===== config.mk =====
export PLATFORM = sky130hd
export DESIGN_NAME = ram_port_arbiter
export DESIGN_NICKNAME = d
export VERILOG_FILES = /design/src/rtl/ram_arb_pkg.sv /design/src/rtl/ram_port_arbiter_rr.sv /design/src/rtl/ram_port_arbiter.sv
export SDC_FILE = /design/constraint.sdc
export NUM_CORES = 1
export LEC_CHECK = 0
export CAP_MARGIN = 20
export CORE_AREA = 2 2 165 167
export DETAILED_ROUTE_END_ITERATION = 7
export DIE_AREA = 0 0 167 169
export GPL_ROUTABILITY_DRIVEN = 0
export GPL_TIMING_DRIVEN = 0
export HOLD_SLACK_MARGIN = 0.06
export PLACE_DENSITY_LB_ADDON = 0.15
export SYNTH_ARGS = -nofsm -noshare
export SYNTH_HDL_FRONTEND = slang
export SYNTH_SLANG_ARGS = --single-unit
export TNS_END_PERCENT = 30

===== constraint.sdc =====
create_clock -name clk -period 1.6 [get_ports clk]
set_input_delay 0.16 -clock clk [delete_from_list [all_inputs] [get_ports clk]]
set_output_delay 0.16 -clock clk [all_outputs]
set_load 0.05 [all_outputs]

===== src/rtl/ram_arb_pkg.sv =====
// ----------------------------------------------------------------------------
// ram_arb_pkg
// Shared types and constants for the two-master RAM port arbiter.
//   master_id_t : identifies master 0 (instr) or master 1 (data)
//   ram_req_t   : one master's request fields {we, be, addr, wdata}
//   ram_resp_t  : registered response tag {vld, id, we, err}
//   sat_inc     : 32-bit saturating increment used by the perf counters
// Handshake (both masters): a request is offered while req=1 and is accepted
// in the cycle gnt=1; exactly RESP_LAT cycles later rvalid=1 for that master.
// There is no response backpressure.
// ----------------------------------------------------------------------------
package ram_arb_pkg;

  localparam int NUM_MASTERS        = 2;
  localparam int RESP_LAT           = 1;
  localparam int DATA_WIDTH_DEF     = 32;
  localparam int BUS_ADDR_WIDTH_DEF = 32;

  typedef logic master_id_t;

  typedef struct packed {
    logic                            we;
    logic [DATA_WIDTH_DEF/8-1:0]     be;
    logic [BUS_ADDR_WIDTH_DEF-1:0]   addr;
    logic [DATA_WIDTH_DEF-1:0]       wdata;
  } ram_req_t;

  typedef struct packed {
    logic       vld;
    master_id_t id;
    logic       we;
    logic       err;
  } ram_resp_t;

  function automatic logic [31:0] sat_inc(input logic [31:0] v);
    return (v == 32'hFFFF_FFFF) ? v : v + 32'd1;
  endfunction

endpackage


===== src/rtl/ram_port_arbiter_rr.sv =====
// ----------------------------------------------------------------------------
// ram_rr_arbiter
// Two-input round-robin arbiter. Grant is combinational; the pointer rr_q
// names the master that wins a tie and moves to the other master after
// every grant.
//   clk, rst_i : clock, synchronous active-high reset
//   req        : request vector, bit k = master k
//   taken      : a grant was issued this cycle (advances the pointer)
//   gnt        : one-hot grant
//   rr_q       : tie-break pointer (state, exposed for observation)
// ----------------------------------------------------------------------------
module ram_rr_arbiter
  import ram_arb_pkg::*;
(
  input  logic                   clk,
  input  logic                   rst_i,
  input  logic [NUM_MASTERS-1:0] req,
  input  logic                   taken,
  output logic [NUM_MASTERS-1:0] gnt,
  output master_id_t             rr_q
);

  always_comb begin
    gnt = '0;
    case (req)
      2'b01:   gnt = 2'b01;
      2'b10:   gnt = 2'b10;
      2'b11:   gnt = rr_q ? 2'b10 : 2'b01;
      default: gnt = '0;
    endcase
  end

  // After a grant to master k the pointer favours the other master.
  always_ff @(posedge clk) begin
    if (rst_i) begin
      rr_q <= 1'b0;
    end else if (taken) begin
      rr_q <= ~gnt[1];
    end
  end

endmodule


===== src/rtl/ram_port_arbiter.sv =====
// ----------------------------------------------------------------------------
// ram_port_arbiter
// Front end for the single-port RAM: round-robin between master 0 (instr)
// and master 1 (data), range check of bus addresses, 1-cycle response path.
// Ports:
//   clk, rst_i                    : clock, synchronous active-high reset
//   mN_req_i/addr/we/be/wdata     : master N request (held stable until gnt)
//   mN_gnt_o                      : request accepted this cycle (comb)
//   mN_rvalid_o/rdata_o/err_o     : response, one cycle after the grant
//   ram_en/we/be/addr/wdata_o     : RAM command, all zero when idle
//   ram_rdata_i                   : RAM read data, valid cycle after en
//   perf_clr_i, perf_cnt_o        : perf counters {m1_stall,m1_gnt,m0_stall,m0_gnt}
// Configuration macro: RAM_ARB_PERF_EN enables the saturating perf counters;
// without it perf_cnt_o is 0 and perf_clr_i is ignored.
// ----------------------------------------------------------------------------
module ram_port_arbiter
  import ram_arb_pkg::*;
#(
  parameter int RAM_SIZE       = 32768,
  parameter int ADDR_WIDTH     = $clog2(RAM_SIZE),
  parameter int DATA_WIDTH     = 32,
  parameter int BUS_ADDR_WIDTH = 32
) (
  input  logic                      clk,
  input  logic                      rst_i,
  input  logic                      m0_req_i,
  output logic                      m0_gnt_o,
  input  logic [BUS_ADDR_WIDTH-1:0] m0_addr_i,
  input  logic                      m0_we_i,
  input  logic [DATA_WIDTH/8-1:0]   m0_be_i,
  input  logic [DATA_WIDTH-1:0]     m0_wdata_i,
  output logic                      m0_rvalid_o,
  output logic [DATA_WIDTH-1:0]     m0_rdata_o,
  output logic                      m0_err_o,
  input  logic                      m1_req_i,
  output logic                      m1_gnt_o,
  input  logic [BUS_ADDR_WIDTH-1:0] m1_addr_i,
  input  logic                      m1_we_i,
  input  logic [DATA_WIDTH/8-1:0]   m1_be_i,
  input  logic [DATA_WIDTH-1:0]     m1_wdata_i,
  output logic                      m1_rvalid_o,
  output logic [DATA_WIDTH-1:0]     m1_rdata_o,
  output logic                      m1_err_o,
  output logic                      ram_en_o,
  output logic                      ram_we_o,
  output logic [DATA_WIDTH/8-1:0]   ram_be_o,
  output logic [ADDR_WIDTH-1:0]     ram_addr_o,
  output logic [DATA_WIDTH-1:0]     ram_wdata_o,
  input  logic [DATA_WIDTH-1:0]     ram_rdata_i,
  input  logic                      perf_clr_i,
  output logic [3:0][31:0]          perf_cnt_o
);

  localparam logic [BUS_ADDR_WIDTH-1:0] RAM_LIMIT = BUS_ADDR_WIDTH'(RAM_SIZE);

  logic [NUM_MASTERS-1:0] req_live;
  logic [NUM_MASTERS-1:0] gnt;
  master_id_t             rr_q;
  master_id_t             sel;
  logic                   any_gnt;
  logic                   in_range;
  ram_req_t               req0, req1, req_sel;
  ram_resp_t              resp_q;
  logic                   rvalid0, rvalid1, rd_ok;

  // Requests seen while reset is high are never granted.
  assign req_live = {m1_req_i, m0_req_i} & {NUM_MASTERS{~rst_i}};

  ram_rr_arbiter u_arb (
    .clk   (clk),
    .rst_i (rst_i),
    .req   (req_live),
    .taken (any_gnt),
    .gnt   (gnt),
    .rr_q  (rr_q)
  );

  assign any_gnt = |gnt;
  // Granted master index: the sole requester, or the pointer on a tie.
  assign sel     = (req_live == 2'b11) ? rr_q : req_live[1];

  assign req0    = '{we: m0_we_i, be: m0_be_i, addr: m0_addr_i, wdata: m0_wdata_i};
  assign req1    = '{we: m1_we_i, be: m1_be_i, addr: m1_addr_i, wdata: m1_wdata_i};
  assign req_sel = sel ? req1 : req0;

  assign in_range = req_sel.addr < RAM_LIMIT;

  assign m0_gnt_o    = gnt[0];
  assign m1_gnt_o    = gnt[1];
  assign ram_en_o    = any_gnt & in_range;
  assign ram_we_o    = any_gnt & req_sel.we;
  assign ram_be_o    = any_gnt ? req_sel.be : '0;
  assign ram_addr_o  = any_gnt ? req_sel.addr[ADDR_WIDTH-1:0] : '0;
  assign ram_wdata_o = any_gnt ? req_sel.wdata : '0;

  // Response tag follows the grant by exactly one cycle.
  always_ff @(posedge clk) begin
    if (rst_i) begin
      resp_q <= '0;
    end else begin
      resp_q <= '{vld: any_gnt, id: sel, we: req_sel.we, err: ~in_range};
    end
  end

  // Gated by reset so a response pending at reset never reaches a master.
  assign rvalid0 = resp_q.vld & (resp_q.id == 1'b0) & ~rst_i;
  assign rvalid1 = resp_q.vld & (resp_q.id == 1'b1) & ~rst_i;
  assign rd_ok   = ~resp_q.we & ~resp_q.err;

  assign m0_rvalid_o = rvalid0;
  assign m1_rvalid_o = rvalid1;
  assign m0_err_o    = rvalid0 & resp_q.err;
  assign m1_err_o    = rvalid1 & resp_q.err;
  assign m0_rdata_o  = (rvalid0 & rd_ok) ? ram_rdata_i : '0;
  assign m1_rdata_o  = (rvalid1 & rd_ok) ? ram_rdata_i : '0;

`ifdef RAM_ARB_PERF_EN
  logic [3:0][31:0] perf_q;
  logic [3:0]       perf_inc;

  assign perf_inc = {req_live[1] & ~gnt[1], gnt[1], req_live[0] & ~gnt[0], gnt[0]};

  // Clear wins over any increment in the same cycle.
  always_ff @(posedge clk) begin
    if (rst_i || perf_clr_i) begin
      perf_q <= '0;
    end else begin
      for (int i = 0; i < 4; i++) begin
        if (perf_inc[i]) perf_q[i] <= sat_inc(perf_q[i]);
      end
    end
  end

  assign perf_cnt_o = perf_q;
`else
  logic unused_perf_clr;
  assign unused_perf_clr = perf_clr_i;
  assign perf_cnt_o      = '0;
`endif

endmodule

Word-level counts from Yosys, hierarchy flattened
Cells that the tools add are included.
{"block": "totals", "register_bits": 5, "n_memories": 0, "ramBits": 0, "output_inout_bits": 251, "latch_bits": 0, "in_bits": 175, "elab_cells": 37, "romBits": 0}
{"block": "op_classes", "n_mul": 0, "div_mod_pow": 0, "magnitude_cmp": 1, "reduce_logical": 1, "eq_ne": 3, "addsub": 0, "muxes": 9, "shifts": 0, "bitwise_logic": 18}
{"op": "$mux W32", "n": 3}
{"op": "$mux W69", "n": 1}
{"op": "$lt A32 B16 Y1 const B", "n": 1}
{"op": "$mux W15", "n": 1}
{"op": "$and A1 B1 Y1", "n": 11}
{"op": "$not A1 Y1", "n": 6}
{"op": "$pmux W2 S3", "n": 1}
{"op": "$eq A2 B2 Y1 const B", "n": 2}
{"op": "$mux W4", "n": 1}
{"op": "$and A2 B2 Y2", "n": 1}
{"op": "$eq A2 B1 Y1 const B", "n": 1}
{"op": "$mux W2", "n": 1}
{"op": "$reduce_or A2 Y1", "n": 1}
{"op": "$mux W1", "n": 1}

Depth between registers and ports, before layout
Gate-level depths: netlist of the first run.
{"block": "depth", "word_depth": 7, "depth_mapped": 7, "mapped_depth_nobuf": 5}

Hierarchy
From an unflattened synthesis of the first run, not the netlist that was laid out.
{"block": "unflattened", "cells_unflattened": 410, "area_unflattened_um2": 2503.7}
{"mod": "ram_port_arbiter", "seq_area_each_um2": 80.1, "area_per_inst_um2": 2449.8, "instances": 1, "cells_per_inst": 404}
{"mod": "ram_rr_arbiter", "seq_area_each_um2": 20.0, "area_per_inst_um2": 53.8, "instances": 1, "cells_per_inst": 6}

Worst setup path before layout of the first run
OpenSTA, ideal clock, no wires.
{"block": "synth_path", "path_type": "register -> output", "start": "register resp_q[2] (netlist name)", "end": "output m0_rdata_o[10]", "slack_ns": -0.535, "arrival_time_ns": 1.975, "path_stages_with_launch": 5, "required_time_ns": 1.440, "cell_sequence": "dfxtp_1 > nor3b_2 > nor3b_4 > buf_6 > and2_1"}
{"block": "synth_via", "elab_chain_cells": 5}
{"item": "from (decl)", "line": "ram_port_arbiter.sv:63", "text": "ram_resp_t resp_q;"}
{"item": "from (signal assigned)", "line": "ram_port_arbiter.sv:101", "text": "resp_q <= '{vld: any_gnt, id: sel, we: req_sel.we, err: ~in_range};"}
{"item": "$not A1 Y1", "line": "ram_port_arbiter.sv:106", "text": "assign rvalid0 = resp_q.vld & (resp_q.id == 1'b0) & ~rst_i;"}
{"item": "$and A1 B1 Y1 (2 in series)", "line": "ram_port_arbiter.sv:106"}
{"item": "via m0_rvalid_o", "line": "ram_port_arbiter.sv:32", "text": "output logic m0_rvalid_o,"}
{"item": "$and A1 B1 Y1", "line": "ram_port_arbiter.sv:114", "text": "assign m0_rdata_o = (rvalid0 & rd_ok) ? ram_rdata_i : '0;"}
{"item": "$mux W32", "line": "ram_port_arbiter.sv:114"}
{"item": "to (decl)", "line": "ram_port_arbiter.sv:33", "text": "output logic [DATA_WIDTH-1:0] m0_rdata_o,"}
The timed path passes the listed nets, and every way through them passes these cells.

Worst setup path in the final report of the first run
{"block": "layout_path", "start": "register u_arb.rr_q", "end": "output ram_addr_o[12]"}
{"block": "layout_via", "elab_chain_cells": 4}
{"item": "from (decl)", "line": "ram_port_arbiter_rr.sv:20", "text": "output master_id_t rr_q"}
{"item": "from (signal assigned)", "line": "ram_port_arbiter_rr.sv:38", "text": "rr_q <= ~gnt[1];"}
{"item": "$mux W2", "line": "ram_port_arbiter_rr.sv:28", "text": "2'b11: gnt = rr_q ? 2'b10 : 2'b01;"}
{"item": "$pmux W2 S3", "line": "ram_port_arbiter_rr.sv:25", "text": "case (req)"}
{"item": "$reduce_or A2 Y1", "line": "ram_port_arbiter.sv:78", "text": "assign any_gnt = |gnt;"}
{"item": "$mux W15 *", "line": "ram_port_arbiter.sv:93", "text": "assign ram_addr_o = any_gnt ? req_sel.addr[ADDR_WIDTH-1:0] : '0;"}
{"item": "to (decl)", "line": "ram_port_arbiter.sv:47", "text": "output logic [ADDR_WIDTH-1:0] ram_addr_o,"}
Mark *: on every way between the ends. The rest lies on a longest branch, timed or not.

==> results.toml, run 1 <==
[grt]
first_global_vias = 3557
grt_max_degree = 11
grt_overflow = 0
antenna_found_initial = 0
grtUsageTotal = 0.0936
grt_pass1_wl_microns = 20600

[die]
fp-row-count = 60
core-area_sq_mm = 0.0265
initial_core_util = 0.0942
dieArea_sq_mm = 0.0282
fp.dieW_microns = 167
io_pins = 426
dieHeight_microns = 169

[power_and_ir_drop]
sequentialPowerShare = 0.048
comb_power_share = 0.818
p_leak_nw = 3.53
switchingPower_mw = 1.57
power.density_mw_per_mm2 = 411
p_int_mw = 1.45
switching_share = 0.519
ir_worst_vdd_mv = 0.390
p_clk_frac = 0.134

[cells_and_area]
nets = 1025
diodes = 0
fin_cells = 1190
area_growth_pct = 194
fillers = 2936
layout-drive-gt1-share = 0.468
final_area_sq_mm = 0.00735

[yosys]
synth_top_area_share = 0.391
netlist_top_cells_count = "130 x buf_4, 102 x nand2_1, 64 x and2_1"
synth_area_sq_mm = 0.00250
synthTopCellsByArea = "buf_4 39%, and2_1 16%, nand2_1 15%"
avgSynthCellArea_sq_um = 6.12
synth_edf_count = 0
ys.flop_type = "dfxtp_1"
syn_inst = 408
async_flop_share = 0
ys_ff_latch = 5
yosysMostFrequentCell = "buf_4"
synth_warnings = 0
synth_top_cell_by_area = "buf_4"
yosysSeqAreaShare = 0.0401
yosysUniqueCellTypes = 26

[setup_path]
rr_endpoint = "resp_q[1]"
rrSetupSlack_ps = 100
critPathKind = "flip-flop to output port"
cp.required_ps = 1440
start_kind = "flip-flop"
rr_worst_depth = 7
critPathMaxFanout = 6
arrival_ps = 1690
r2r_start = "u_arb.rr_q"
endpoint_kind = "output port"

[sta]
slew_headroom = 0.655
tightestPinTransition_ps = 519
min_period_over_period = 1.16
clock_skew_ps = 0.253
layout_setup_ws_ps = -253
min_period_ps = 1850
finalHoldViolations = 0
setup_viol = 113
max_freq_mhz = 540
rsz0062_at_grt = "yes"
slew_viol_final = 0
hold_ws_ps = 394

[place]
pre_cts_slack_ps = -1400
placed_cell_area_sq_mm = 0.00664
dp_cells = 1172
dp_hpwl_microns = 13200
portBuffers = 296

[hold_path]
worst_hold_path_type = "input port to flip-flop"
whs_path_depth = 3
min-delay-start = "m1_req_i"
min_to = "u_arb.rr_q"

[status]
status = "complete, but fails checks"
violations = "setup timing"

[clock_network]
cts_tree = "yes"
numCtsBuffers = 3
clock_sinks = 5
cts-hold-fix-buffers = 0
clock_latency_ps = 220
clockBufferDepth = 2
root_buffer = "clkbuf_16"
clk_pin_slew_ps = 30
htree_levels = 1

[detailed_routing]
dr_total_vias = 3714
drc = 0
wl_per_cell_microns = 12.5
wirelength_microns = 14900
drt_iter0_drc = 41
first_pass_iters = 4
vias_per_cell = 3.12
ant_nets = 0

[flow_run]
drv_cap = 0
## cells in the final DEF (no fill, tap or decap), types with 4 or more instances in the layout
cell type / count
nand2_4: 4
and2_4: 17
nand2_2: 6
dlygate4sd2_1: 4
clkdlybuf4s50_1: 170
buf_4: 138
a21oi_4: 8
nand2_1: 92
conb_1: 128
buf_6: 104
and2_2: 16
a21oi_2: 43
buf_12: 4
and2_1: 34
buf_8: 31
clkbuf_2: 7
## power groups by stage
stage / Clock, mW / Combinational, mW / Sequential [mW]
2_1_floorplan: 0 / 1.56 / 0.143
3_3_place_gp: 0 / 2.30 / 0.146
3_5_place_dp: 0 / 2.29 / 0.145
4_1_cts: 0.410 / 2.45 / 0.144
5_1_grt: 0.427 / 2.58 / 0.146
6_report: 0.405 / 2.47 / 0.145
## how the worst max path moves through the flow
stage,slack (ps),from,end
3_3_place_gp,-1400,rst_i,ram_wdata_o[22]
5_1_grt,-350,u_arb.rr_q,ram_addr_o[5]
6_report,-250,u_arb.rr_q,ram_addr_o[12]
2_1_floorplan,-220,resp_q[2],m0_rdata_o[10]
3_5_place_dp,-1400,rst_i,ram_wdata_o[22]
4_1_cts,-260,u_arb.rr_q,ram_wdata_o[0]
## sequential cells by signal, summed over array words and instances (netlist names)
| register | flops |
|---|---|
| resp_q | 4 |
| u_arb.rr_q | 1 |
## cell type report
class                      count  area (sq um)  area share
inverter                       3          18.8     0.00255
timing repair inverter         1          6.26    0.000851
multi-input combinational    376          2150       0.293
tap                          341           427      0.0581
buffer                       151          1230       0.167
timing repair buffer         309          3340       0.454
sequential                     5           104      0.0141
clock buffer                   4          78.8      0.0107
## layer usage
| layer | wire length, microns | GRT usage |
|---|---|---|
| met1 | 4680 | 0.0836 |
| met2 | 8310 | 0.200 |
| met3 | 1850 | 0.0351 |
| met4 | 85 | 0.0116 |
| met5 | 0 | 0 |
## metrics by stage
stage,power (mW),TNS (ps),utilization
6_report,3.02,-17840,0.277
3_3_place_gp,2.45,-145470,0.250
3_5_place_dp,2.44,-143650,0.250
5_1_grt,3.16,-28090,0.277
4_1_cts,3.00,-22090,0.270
2_1_floorplan,1.70,-14080,-
## timing repair
item | in CTS | in global routing
gates cloned | 6 | 0
pin swaps | 19 | 14
setup buffers | 8 | 0
resized for setup | 882 | 73
endpoints found under the setup margin | 125 | 123
## cell families after synthesis
family	share of synthesized area
and+or+nand+nor	0.392
AOI/OAI and AO/OA	0.112
other	0.00150
buffers and inverters	0.450
DFF	0.0401
muxes	0.00401
## worst max-delay path: stages, from the launching register on
cell      delay, ps
dfxtp_2         320
nand2b_4        130
nand3b_1        150
buf_6           210
buf_6           120
buf_4           130
nand2_1          70
a21oi_2         140
buf_6           180
(Power assumes the default switching activity.)
==> run 2, diff against run 1 <==
--- a/config.mk
+++ b/config.mk
@@ -6,9 +6,9 @@
 export NUM_CORES = 1
 export LEC_CHECK = 0
 export CAP_MARGIN = 20
-export CORE_AREA = 2 2 165 167
+export CORE_AREA = 2 2 167 169
 export DETAILED_ROUTE_END_ITERATION = 7
-export DIE_AREA = 0 0 167 169
+export DIE_AREA = 0 0 169 171
 export GPL_ROUTABILITY_DRIVEN = 0
 export GPL_TIMING_DRIVEN = 0
 export HOLD_SLACK_MARGIN = 0.06
==> constraint.sdc (replaced) <==
create_clock -name clk -period 2.2 [get_ports clk]
set_input_delay 0.22 -clock clk [delete_from_list [all_inputs] [get_ports clk]]
set_output_delay 0.22 -clock clk [all_outputs]
set_load 0.05 [all_outputs]
==> run 2 against run 1 <==
The flow now finishes without violations. Wire length is 1.4% lower. Combinational power shrank 36%. Final cell count decreased by 0.59%. Clock skew up 1.2 ps. Design area shrank 12%. Utilization shrank 4.2 points. Global-route usage shrank 0.18 points. Setup slack better by 300 ps. Sequential power shrank 28%. Sequential share of layout area rose by 0.14 points. Critical path depth down 4. Critical path type is now input port to output port. Largest cell class unchanged.
==> results.toml, run 2 (synthesis gave the netlist of run 1 again) <==
[status]
status = "complete, no violations"

[cells_and_area]
diodes = 0
regMostFlops = "resp_q"
layout-drive-gt1-share = 0.343
layout_common_cells = "173 x clkdlybuf4s50_1, 148 x buf_4, 128 x conb_1"
area_growth_pct = 158
final_area_sq_mm = 0.00644
layout_commonest_cell = "clkdlybuf4s50_1"
largest_reg_flops = 4
reg_top3 = "resp_q x4, u_arb.rr_q x1"
nets = 1013

[die]
initial_core_util = 0.0914
dieArea_sq_mm = 0.0289
fp-row-count = 61
core-area_sq_mm = 0.0273
dieHeight_microns = 171
fp.dieW_microns = 169
io_pins = 426

[grt]
grt_max_degree = 11
grtUsageTotal = 0.0918
first_global_vias = 3489
grt_pass1_wl_microns = 20500
antenna_found_initial = 0
grt_overflow = 0

[place]
placed_cell_area_sq_mm = 0.00637
portBuffers = 296
dp_hpwl_microns = 13400

[clock_network]
htree_levels = 1
clock_latency_ps = 230
clk_pin_slew_ps = 30
clock_sinks = 5
cts-hold-fix-buffers = 0
numCtsBuffers = 3
cts_tree = "yes"
clockBufferDepth = 2
root_buffer = "clkbuf_16"

[setup_path]
endpoint_kind = "output port"
path_common_cell = "clkdlybuf4s50_1"
path_cells = "clkdlybuf4s50_1 -> a21oi_1 -> and2_1 -> clkdlybuf4s50_1"
critPathTopFamily = "buffers and inverters"
path_buf_inv = 2
start_kind = "input port"
max_stage_delay_ps = 880
worst_path_max_delay_cell = "clkdlybuf4s50_1"
rrSetupSlack_ps = 850
arrival_ps = 1930
critPathMaxFanout = 3
critPathKind = "input port to output port"
cp.required_ps = 1980

[power_and_ir_drop]
comb_power_share = 0.799
ir_worst_vdd_mv = 0.271
power.density_mw_per_mm2 = 309
sequentialPowerShare = 0.052
p_leak_nw = 3.17
switching_share = 0.537
p_int_mw = 0.921
switchingPower_mw = 1.07
p_clk_frac = 0.149

[detailed_routing]
drt_iter0_drc = 42
drc = 0
dr_total_vias = 3661
first_pass_iters = 4
ant_nets = 0
wirelength_microns = 14700
vias_per_cell = 3.09
wl_per_cell_microns = 12.4

[flow_run]
drv_cap = 0

[hold_path]
worst_hold_path_type = "flip-flop to flip-flop"

[sta]
tightestPinTransition_ps = 615
max_freq_mhz = 465
min_period_over_period = 0.977
finalSetupTns_ps = 0
setup_viol = 0
clock_skew_ps = 1.42
finalHoldViolations = 0
slew_viol_final = 0
min_period_ps = 2150
slew_headroom = 0.589
rsz0062_at_grt = "yes"
==> run 2: cell types whose count changed in the layout (fill, tap and decap cells not counted), sizes merged, moves of 2 or more <==
| cell | previous run | this run |
|---|---|---|
| clkbuf | 11 | 26 |
| buf | 278 | 193 |
| dlygate4sd2 | 4 | 2 |
| clkdlybuf4s15 | 1 | 52 |
| clkdlybuf4s50 | 170 | 173 |
| clkdlybuf4s18 | 0 | 3 |
| dlymetal6s2s | 0 | 4 |
==> run 2: repair_timing <==
item	CTS	global route
setup buffers	2	0
resized for setup	469	76
endpoints found under the hold margin	0	0
gates cloned	0	0
pin swaps	3	4
endpoints found under the setup margin	122	67
==> run 2: path summary, 6_finish.rpt <==
check / cells past startpoint / start / end
setup / recovery: 4 / m1_req_i / m0_gnt_o
hold / removal: 1 / u_arb.rr_q / u_arb.rr_q
setup reg to reg: 5 / u_arb.rr_q / resp_q[0]
hold reg to reg: 1 / u_arb.rr_q / u_arb.rr_q
==> run 2: final cells by class <==
cell class / count / area (sq um)
inverters: 3 / 13.8
repair buffers: 298 / 2840
multi-input cells: 376 / 1830
flip-flops and latches: 5 / 100
well taps: 346 / 433
plain buffers: 151 / 1140
fillers: 3141 / 20900
clock buffers: 4 / 78.8
==> run 2: power by group through the flow <==
| stage | Combinational (mW) | Sequential [mW] | Clock (mW) |
|---|---|---|---|
| global route | 1.68 | 0.105 | 0.313 |
| global placement | 1.61 | 0.105 | 0 |
| floorplan | 1.08 | 0.103 | 0 |
| detailed placement | 1.61 | 0.105 | 0 |
| CTS | 1.57 | 0.104 | 0.303 |
| finish | 1.59 | 0.104 | 0.297 |
==> run 2: through the flow <==
stage,power (mW),hold slack [ps],util,setup slack [ps],cells
after floorplan,1.18,292,-,5.04,535
after global placement,1.72,483,0.233,-943,1177
after detailed placement,1.72,476,0.233,-929,1177
after CTS,1.98,491,0.234,-75.1,1183
after global routing,2.09,527,0.236,-17.6,1183
final,1.99,496,0.236,50.9,1183
==> run 2: per-layer routing <==
metal  up-vias  part of all wire  track usage
met3         2              0.12       0.0322
met1      1526              0.32       0.0834
met5         -                 0            0
li1       1889                 -            -
met4         0            0.0024      0.00669
met2       244              0.56        0.199
==> run 3, diff against run 2 <==
--- a/config.mk
+++ b/config.mk
@@ -5,6 +5,7 @@
 export SDC_FILE = /design/constraint.sdc
 export NUM_CORES = 1
 export LEC_CHECK = 0
+export ABC_CLOCK_PERIOD_IN_PS = 2200
 export CAP_MARGIN = 20
 export CORE_AREA = 2 2 167 169
 export DETAILED_ROUTE_END_ITERATION = 7
==> results of run 3 <==
No change in the layout: final DEF, timing and power equal those of run 2.
